--- config.mk ---
export PLATFORM = sky130hd
export DESIGN_NAME = dma_mem_arbiter_flat
export DESIGN_NICKNAME = d
export VERILOG_FILES = /design/src/rtl/dma_mem_arbiter_if.sv /design/src/rtl/dma_mem_arbiter.sv /design/src/flat_wrapper.sv
export SDC_FILE = /design/constraint.sdc
export NUM_CORES = 1
export LEC_CHECK = 0
export BUFFER_PORTS_ARGS = -buffer_cell sky130_fd_sc_hd__buf_2
export CORE_AREA = 2 2 299 301
export CTS_BUF_LIST = sky130_fd_sc_hd__clkbuf_16
export DETAILED_ROUTE_END_ITERATION = 10
export DIE_AREA = 0 0 301 303
export HOLD_SLACK_MARGIN = 0.15
export MAX_ROUTING_LAYER = met4
export SYNTH_ARGS = -nofsm -noshare
export SYNTH_HDL_FRONTEND = slang
export SYNTH_SLANG_ARGS = --single-unit
--- constraint.sdc ---
create_clock -name sys_clk -period 5.6 [get_ports sys_clk]
set_input_delay 1.12 -clock sys_clk [delete_from_list [all_inputs] [get_ports sys_clk]]
set_output_delay 1.12 -clock sys_clk [all_outputs]
set_load 0.1 [all_outputs]
--- src/rtl/dma_mem_arbiter_if.sv ---
// Bundle of the four DMA channel ports and the single shared memory port.
// The arbiter connects through the slave modport; requesters and memory connect through master.
interface dma_mem_arbiter_if #(
  parameter int ADDR_WIDTH = 32,
  parameter int DATA_WIDTH = 64
);
  logic [3:0]              ch_rd_valid;
  logic [4*ADDR_WIDTH-1:0] ch_rd_addr;
  logic [3:0]              ch_rd_ready;
  logic [DATA_WIDTH-1:0]   ch_rd_data;
  logic [3:0]              ch_wr_valid;
  logic [4*ADDR_WIDTH-1:0] ch_wr_addr;
  logic [4*DATA_WIDTH-1:0] ch_wr_data;
  logic [3:0]              ch_wr_ready;
  logic [3:0]              ch_err;
  logic [ADDR_WIDTH-1:0]   mem_addr;
  logic [DATA_WIDTH-1:0]   mem_wdata;
  logic [DATA_WIDTH-1:0]   mem_rdata;
  logic                    mem_write;
  logic                    mem_valid;
  logic                    mem_ready;
  logic                    arb_busy;
  logic [2:0]              grant_id;

  modport slave (
    input  ch_rd_valid, ch_rd_addr, ch_wr_valid, ch_wr_addr, ch_wr_data,
           mem_rdata, mem_ready,
    output ch_rd_ready, ch_rd_data, ch_wr_ready, ch_err,
           mem_addr, mem_wdata, mem_write, mem_valid, arb_busy, grant_id
  );

  modport master (
    output ch_rd_valid, ch_rd_addr, ch_wr_valid, ch_wr_addr, ch_wr_data,
           mem_rdata, mem_ready,
    input  ch_rd_ready, ch_rd_data, ch_wr_ready, ch_err,
           mem_addr, mem_wdata, mem_write, mem_valid, arb_busy, grant_id
  );
endinterface

--- src/rtl/dma_mem_arbiter.sv ---
// Round-robin arbiter of 8 slots (4 channels x rd/wr) onto one memory port, one
// transaction at a time, with misalignment rejection and a BUSY-cycle timeout.
module dma_mem_arbiter #(
  parameter int ADDR_WIDTH     = 32,
  parameter int DATA_WIDTH     = 64,
  parameter int TIMEOUT_CYCLES = 1024
) (
  input logic            sys_clk,
  input logic            sys_rst_n,
  dma_mem_arbiter_if.slave bus
);
  typedef enum logic {IDLE = 1'b0, BUSY = 1'b1} state_t;

  localparam logic [15:0] TMO_LAST = 16'(TIMEOUT_CYCLES - 1);

  state_t                state_q, state_d;
  logic [2:0]            rr_ptr_q, rr_ptr_d;
  logic [2:0]            grant_q, grant_d;
  logic [15:0]           tmo_cnt_q, tmo_cnt_d;
  logic                  mem_valid_q, mem_valid_d;
  logic                  mem_write_q, mem_write_d;
  logic [ADDR_WIDTH-1:0] mem_addr_q, mem_addr_d;
  logic [DATA_WIDTH-1:0] mem_wdata_q, mem_wdata_d;
  logic [3:0]            err_q, err_d;

  logic [7:0]            slot_vld;
  logic                  win_vld;
  logic [2:0]            win_slot;
  logic [1:0]            win_ch;
  logic [ADDR_WIDTH-1:0] win_addr;
  logic [DATA_WIDTH-1:0] win_wdata;
  logic                  misalign;
  logic                  done;
  logic                  tmo;

  always_comb begin
    for (int n = 0; n < 4; n++) begin
      slot_vld[2*n]   = bus.ch_rd_valid[n];
      slot_vld[2*n+1] = bus.ch_wr_valid[n];
    end
  end

  // Scan from the farthest offset down so the slot nearest rr_ptr is written last.
  always_comb begin
    win_vld  = 1'b0;
    win_slot = rr_ptr_q;
    for (int i = 7; i >= 0; i--) begin
      if (slot_vld[3'(rr_ptr_q + 3'(i))]) begin
        win_vld  = 1'b1;
        win_slot = 3'(rr_ptr_q + 3'(i));
      end
    end
  end

  assign win_ch = win_slot[2:1];

  always_comb begin
    if (win_slot[0]) begin
      win_addr  = bus.ch_wr_addr[win_ch*ADDR_WIDTH +: ADDR_WIDTH];
      win_wdata = bus.ch_wr_data[win_ch*DATA_WIDTH +: DATA_WIDTH];
    end else begin
      win_addr  = bus.ch_rd_addr[win_ch*ADDR_WIDTH +: ADDR_WIDTH];
      win_wdata = '0;
    end
  end

  assign misalign = (win_addr[2:0] != 3'b000);
  assign done     = (state_q == BUSY) && bus.mem_ready;
  assign tmo      = (state_q == BUSY) && !bus.mem_ready && (tmo_cnt_q == TMO_LAST);

  always_ff @(posedge sys_clk or negedge sys_rst_n) begin
    if (!sys_rst_n) state_q <= IDLE;
    else            state_q <= state_d;
  end

  always_comb begin
    state_d = state_q;
    case (state_q)
      IDLE:    if (win_vld && !misalign) state_d = BUSY;
      BUSY:    if (done || tmo)          state_d = IDLE;
      default: state_d = IDLE;
    endcase
  end

  // Completion strobes are combinational from mem_ready so the requester sees them in-cycle.
  always_comb begin
    bus.ch_rd_ready = '0;
    bus.ch_wr_ready = '0;
    bus.ch_rd_data  = '0;
    if (done) begin
      if (mem_write_q) begin
        bus.ch_wr_ready[grant_q[2:1]] = 1'b1;
      end else begin
        bus.ch_rd_ready[grant_q[2:1]] = 1'b1;
        bus.ch_rd_data                = bus.mem_rdata;
      end
    end
  end

  assign bus.arb_busy  = (state_q == BUSY);
  assign bus.mem_valid = mem_valid_q;
  assign bus.mem_write = mem_write_q;
  assign bus.mem_addr  = mem_addr_q;
  assign bus.mem_wdata = mem_wdata_q;
  assign bus.grant_id  = grant_q;
  assign bus.ch_err    = err_q;

  always_comb begin
    rr_ptr_d    = rr_ptr_q;
    grant_d     = grant_q;
    tmo_cnt_d   = tmo_cnt_q;
    mem_valid_d = mem_valid_q;
    mem_write_d = mem_write_q;
    mem_addr_d  = mem_addr_q;
    mem_wdata_d = mem_wdata_q;
    err_d       = '0;
    if (state_q == IDLE && win_vld) begin
      if (misalign) begin
        err_d[win_ch] = 1'b1;
        rr_ptr_d      = win_slot + 3'd1;
      end else begin
        mem_valid_d = 1'b1;
        mem_write_d = win_slot[0];
        mem_addr_d  = win_addr;
        mem_wdata_d = win_wdata;
        grant_d     = win_slot;
        tmo_cnt_d   = '0;
      end
    end else if (state_q == BUSY) begin
      if (done) begin
        mem_valid_d = 1'b0;
        rr_ptr_d    = grant_q + 3'd1;
      end else if (tmo) begin
        mem_valid_d          = 1'b0;
        err_d[grant_q[2:1]]  = 1'b1;
        rr_ptr_d             = grant_q + 3'd1;
      end else begin
        tmo_cnt_d = tmo_cnt_q + 16'd1;
      end
    end
  end

  always_ff @(posedge sys_clk or negedge sys_rst_n) begin
    if (!sys_rst_n) begin
      rr_ptr_q    <= '0;
      grant_q     <= '0;
      tmo_cnt_q   <= '0;
      mem_valid_q <= 1'b0;
      mem_write_q <= 1'b0;
      mem_addr_q  <= '0;
      mem_wdata_q <= '0;
      err_q       <= '0;
    end else begin
      rr_ptr_q    <= rr_ptr_d;
      grant_q     <= grant_d;
      tmo_cnt_q   <= tmo_cnt_d;
      mem_valid_q <= mem_valid_d;
      mem_write_q <= mem_write_d;
      mem_addr_q  <= mem_addr_d;
      mem_wdata_q <= mem_wdata_d;
      err_q       <= err_d;
    end
  end
endmodule
--- src/flat_wrapper.sv ---
// flat-port wrapper written by rule: the top's interface ports become plain ports
module dma_mem_arbiter_flat 
#(
  parameter int ADDR_WIDTH     = 32,
  parameter int DATA_WIDTH     = 64,
  parameter int TIMEOUT_CYCLES = 1024
)
  (sys_clk, sys_rst_n, bus_ch_rd_valid, bus_ch_rd_addr, bus_ch_wr_valid, bus_ch_wr_addr, bus_ch_wr_data, bus_mem_rdata, bus_mem_ready, bus_ch_rd_ready, bus_ch_rd_data, bus_ch_wr_ready, bus_ch_err, bus_mem_addr, bus_mem_wdata, bus_mem_write, bus_mem_valid, bus_arb_busy, bus_grant_id);
  dma_mem_arbiter_if #(.ADDR_WIDTH(ADDR_WIDTH), .DATA_WIDTH(DATA_WIDTH)) bus_i ();
  input logic sys_clk;
  input logic sys_rst_n;
  input wire logic [$bits(bus_i.ch_rd_valid)-1:0] bus_ch_rd_valid;
  input wire logic [$bits(bus_i.ch_rd_addr)-1:0] bus_ch_rd_addr;
  input wire logic [$bits(bus_i.ch_wr_valid)-1:0] bus_ch_wr_valid;
  input wire logic [$bits(bus_i.ch_wr_addr)-1:0] bus_ch_wr_addr;
  input wire logic [$bits(bus_i.ch_wr_data)-1:0] bus_ch_wr_data;
  input wire logic [$bits(bus_i.mem_rdata)-1:0] bus_mem_rdata;
  input wire logic [$bits(bus_i.mem_ready)-1:0] bus_mem_ready;
  output wire logic [$bits(bus_i.ch_rd_ready)-1:0] bus_ch_rd_ready;
  output wire logic [$bits(bus_i.ch_rd_data)-1:0] bus_ch_rd_data;
  output wire logic [$bits(bus_i.ch_wr_ready)-1:0] bus_ch_wr_ready;
  output wire logic [$bits(bus_i.ch_err)-1:0] bus_ch_err;
  output wire logic [$bits(bus_i.mem_addr)-1:0] bus_mem_addr;
  output wire logic [$bits(bus_i.mem_wdata)-1:0] bus_mem_wdata;
  output wire logic [$bits(bus_i.mem_write)-1:0] bus_mem_write;
  output wire logic [$bits(bus_i.mem_valid)-1:0] bus_mem_valid;
  output wire logic [$bits(bus_i.arb_busy)-1:0] bus_arb_busy;
  output wire logic [$bits(bus_i.grant_id)-1:0] bus_grant_id;
  assign bus_i.ch_rd_valid = bus_ch_rd_valid;
  assign bus_i.ch_rd_addr = bus_ch_rd_addr;
  assign bus_i.ch_wr_valid = bus_ch_wr_valid;
  assign bus_i.ch_wr_addr = bus_ch_wr_addr;
  assign bus_i.ch_wr_data = bus_ch_wr_data;
  assign bus_i.mem_rdata = bus_mem_rdata;
  assign bus_i.mem_ready = bus_mem_ready;
  assign bus_ch_rd_ready = bus_i.ch_rd_ready;
  assign bus_ch_rd_data = bus_i.ch_rd_data;
  assign bus_ch_wr_ready = bus_i.ch_wr_ready;
  assign bus_ch_err = bus_i.ch_err;
  assign bus_mem_addr = bus_i.mem_addr;
  assign bus_mem_wdata = bus_i.mem_wdata;
  assign bus_mem_write = bus_i.mem_write;
  assign bus_mem_valid = bus_i.mem_valid;
  assign bus_arb_busy = bus_i.arb_busy;
  assign bus_grant_id = bus_i.grant_id;
  dma_mem_arbiter #(.ADDR_WIDTH(ADDR_WIDTH), .DATA_WIDTH(DATA_WIDTH), .TIMEOUT_CYCLES(TIMEOUT_CYCLES)) u_core (.sys_clk(sys_clk), .sys_rst_n(sys_rst_n), .bus(bus_i));
endmodule
==> qor.txt <==
kind of capture point of the worst setup path = flop
post-synthesis cell type count = 49
WP data required = 5950 ps
sequential share of the synthesized area = 0.263
maximum clock frequency = 223 MHz
antenna-violating nets left = 0
final total negative setup slack = 0 ps
maximum fanout along the worst path = 67
number of synthesis warnings = 0
least setup slack across all paths after layout = 1110 ps
post-route minimum period = 4490 ps
layout filler cell count = 9833
unrepaired setup endpoints after global routing = false
final slew viol count = 0
initial antenna violation count = 18
area post-placement = 17000 um^2
Avg Synthesized Cell Area = 8.50 um^2
TritonCTS buffer count = 17
number of synthesized register bits = 124
aggregate global routing overflow = 0
worst slack on hold paths = 485 ps
start-to-end type of the worst setup path = reg2reg
layout cells sized above 1 = 0.451
standard-cell rows = 109
placeable core region = 88000 um^2
worst-skew pair later-pin latency = 470 ps
dominant register cell in the synthesized netlist = sky130_fd_sc_hd__dfrtp_1
postcts setup bufs = 0
DRC violation count after routing = 0
outcome = completed
Total Die Area = 91200 um^2
count of hold-fix buffers inserted at cts = 0
worst min-delay path class = reg2reg
vias post-DR = 13905
final-stage net count = 2655
area taken by multi-input logic gates = 8040 um^2
number of buffers between clock root and the deepest sink = 2
# Max-Cap Violations = 0
total global routing track utilization = 0.141
Mapped Nets = 1980
count of final hold-check violations = 0
clock sink total = 124
relative slew slack = 0.256
commonest non-fill, non-tap cell in the layout = sky130_fd_sc_hd__buf_2
count of boundary I/O pins = 765
count of flip-flops with a built-in enable after synthesis = 0
Layout Skew = 20.4 ps
height of the die = 303 um
TritonCTS clock tree = built
dpl ws = 880 ps
number of DRC markers in iteration 0 = 1076
Port Buf Inserts = 764
Post-CTS Resized = 0
via count of the first global-routing pass = 13060
die width = 301 um
post-DP HPWL = 54.4 mm
cell area after technology mapping = 11800 um^2
post-route cell area = 17600 um^2
critical path arrival = 4840 ps
area of all sequential standard cells = 3100 um^2
Avg WL per Cell = 20.4 um
transition at the pin with the smallest max-transition slack = 1120 ps
crit start category = flop
routed vias/inst = 4.27
post-synthesis instance total = 1389
gpl congestion = 0.898
iteration count of the initial detailed-routing pass = 5
largest net degree at the start of global routing = 117
total setup violations reported at the end of the flow = 0
wire length of the first global-routing pass = 90.0 mm
synthesis-to-finish area growth = 49.4%
most frequent cells in the layout = 763 x sky130_fd_sc_hd__buf_2, 184 x sky130_fd_sc_hd__and2_1, 180 x sky130_fd_sc_hd__a311oi_1
final critical-path share of the clock period = 0.801
async set or reset register ratio after synthesis = 1.00
number of H-tree levels = 4
clock-pin slew of the registers on the worst-case setup and hold paths = 70 ps
overall routed net length = 66.4 mm
initial cell density of the core = 0.134
Root Buffer Master = sky130_fd_sc_hd__clkbuf_16
[layer usage]
| layer | wire [um] | global-route usage |
|---|---|---|
| met1 | 28700 | 0.173 |
| met5 | 0 | - |
| met3 | 5550 | 0.0448 |
| met2 | 30700 | 0.219 |
| met4 | 1480 | 0.0437 |
[sequential cells by signal, summed over array words and instances (netlist names)]
| name | cells |
|---|---|
| u_core.bus.grant_id | 3 |
| u_core.bus.ch_err | 4 |
| u_core.bus.mem_wdata | 64 |
| u_core.rr_ptr_q | 3 |
| u_core.tmo_cnt_q | 16 |
| u_core.bus.mem_valid | 1 |
| u_core.bus.mem_addr | 32 |
| u_core.bus.arb_busy | 1 |
[cell type report]
| type | instances | area share |
|---|---|---|
| diodes | 15 | 0.00213 |
| flip-flops and latches | 124 | 0.176 |
| multi-input cells | 1083 | 0.456 |
| repair buffers | 805 | 0.244 |
| inverters | 33 | 0.00702 |
| clock buffers | 17 | 0.0241 |
| clock inverters | 15 | 0.00858 |
| well taps | 1165 | 0.0826 |
[path summary, 6_finish.rpt]
check,depth (start not counted),end,start,slack [ps]
worst min register to register,1,u_core.bus.mem_wdata[37],u_core.bus.mem_wdata[37],480
worst min-delay path,1,u_core.bus.mem_wdata[37],u_core.bus.mem_wdata[37],480
min in group asynchronous,1,u_core.bus.mem_addr[24],sys_rst_n,540
worst max register to register,9,u_core.bus.mem_wdata[41],u_core.rr_ptr_q[2],1110
worst max-delay path,9,u_core.bus.mem_wdata[41],u_core.rr_ptr_q[2],1110
max in group asynchronous,2,u_core.bus.mem_wdata[5],sys_rst_n,4000
[cell families (layout without fill, tap and decap cells)]
kind of cell             count (synthesis)  in the layout  share of synthesized area
AND/OR/NAND/NOR                        490            490                      0.219
AO/OA/AOI/OAI                          372            372                      0.247
multiplexers                           198            198                      0.190
buffers and inverters                  182            870                     0.0629
flip-flops                             124            124                      0.263
XOR/XNOR                                19             19                     0.0141
adder cells (fa/ha/maj)                  4              4                    0.00424
other                                    0             15                          0
[cells in the mapped netlist, types with 2 or more instances]
cell type / count / area [um^2]
sky130_fd_sc_hd__nand3b_1: 2 / 15.0
sky130_fd_sc_hd__o31ai_1: 2 / 15.0
sky130_fd_sc_hd__buf_2: 17 / 85.1
sky130_fd_sc_hd__nor2_1: 32 / 120
sky130_fd_sc_hd__or2_2: 4 / 25.0
sky130_fd_sc_hd__mux2_2: 72 / 811
sky130_fd_sc_hd__dfrtp_1: 124 / 3100
sky130_fd_sc_hd__and3_1: 3 / 18.8
sky130_fd_sc_hd__inv_1: 33 / 124
sky130_fd_sc_hd__clkbuf_1: 114 / 428
sky130_fd_sc_hd__xor2_1: 13 / 114
sky130_fd_sc_hd__buf_6: 2 / 22.5
sky130_fd_sc_hd__nor4_1: 2 / 12.5
sky130_fd_sc_hd__o221ai_1: 29 / 254
sky130_fd_sc_hd__mux2i_1: 107 / 1070
sky130_fd_sc_hd__and2_1: 185 / 1160
sky130_fd_sc_hd__o211ai_1: 2 / 15.0
sky130_fd_sc_hd__o22ai_1: 30 / 188
sky130_fd_sc_hd__mux4_2: 13 / 293
sky130_fd_sc_hd__a311oi_1: 180 / 1580
sky130_fd_sc_hd__nand2_1: 150 / 563
sky130_fd_sc_hd__nand4_1: 7 / 43.8
sky130_fd_sc_hd__nand2b_1: 7 / 43.8
sky130_fd_sc_hd__mux2_1: 6 / 67.6
sky130_fd_sc_hd__ha_1: 4 / 50.1
sky130_fd_sc_hd__buf_1: 10 / 37.5
sky130_fd_sc_hd__nor3_1: 15 / 75.1
sky130_fd_sc_hd__xnor2_1: 6 / 52.6
sky130_fd_sc_hd__nand3_1: 13 / 65.1
sky130_fd_sc_hd__o21a_1: 2 / 15.0
sky130_fd_sc_hd__o21ai_0: 41 / 205
sky130_fd_sc_hd__a21o_1: 3 / 22.5
sky130_fd_sc_hd__a221o_1: 3 / 30.0
sky130_fd_sc_hd__a211oi_1: 65 / 488
sky130_fd_sc_hd__a21oi_1: 6 / 30.0
sky130_fd_sc_hd__nor2b_1: 67 / 419
sky130_fd_sc_hd__buf_4: 6 / 45.0
[stage by stage]
stage / instances / utilization
final: 3257 / 0.201
after CTS: 3242 / 0.200
after global placement: 3210 / 0.194
after global routing: 3254 / 0.200
after detailed placement: 3210 / 0.194
after floorplan: 1389 / -
[critical path: stages, from the launching register on]
cell,delay (ps)
sky130_fd_sc_hd__dfrtp_1,870
sky130_fd_sc_hd__mux4_2,600
sky130_fd_sc_hd__mux2_2,300
sky130_fd_sc_hd__o211a_1,250
sky130_fd_sc_hd__o211ai_1,330
sky130_fd_sc_hd__and3_4,510
sky130_fd_sc_hd__mux2_2,420
sky130_fd_sc_hd__o22ai_4,220
sky130_fd_sc_hd__buf_12,300
sky130_fd_sc_hd__mux2_2,390
Power is not shown: default switching activity piles up to over one toggle a cycle in this logic, so the estimate is an artifact.
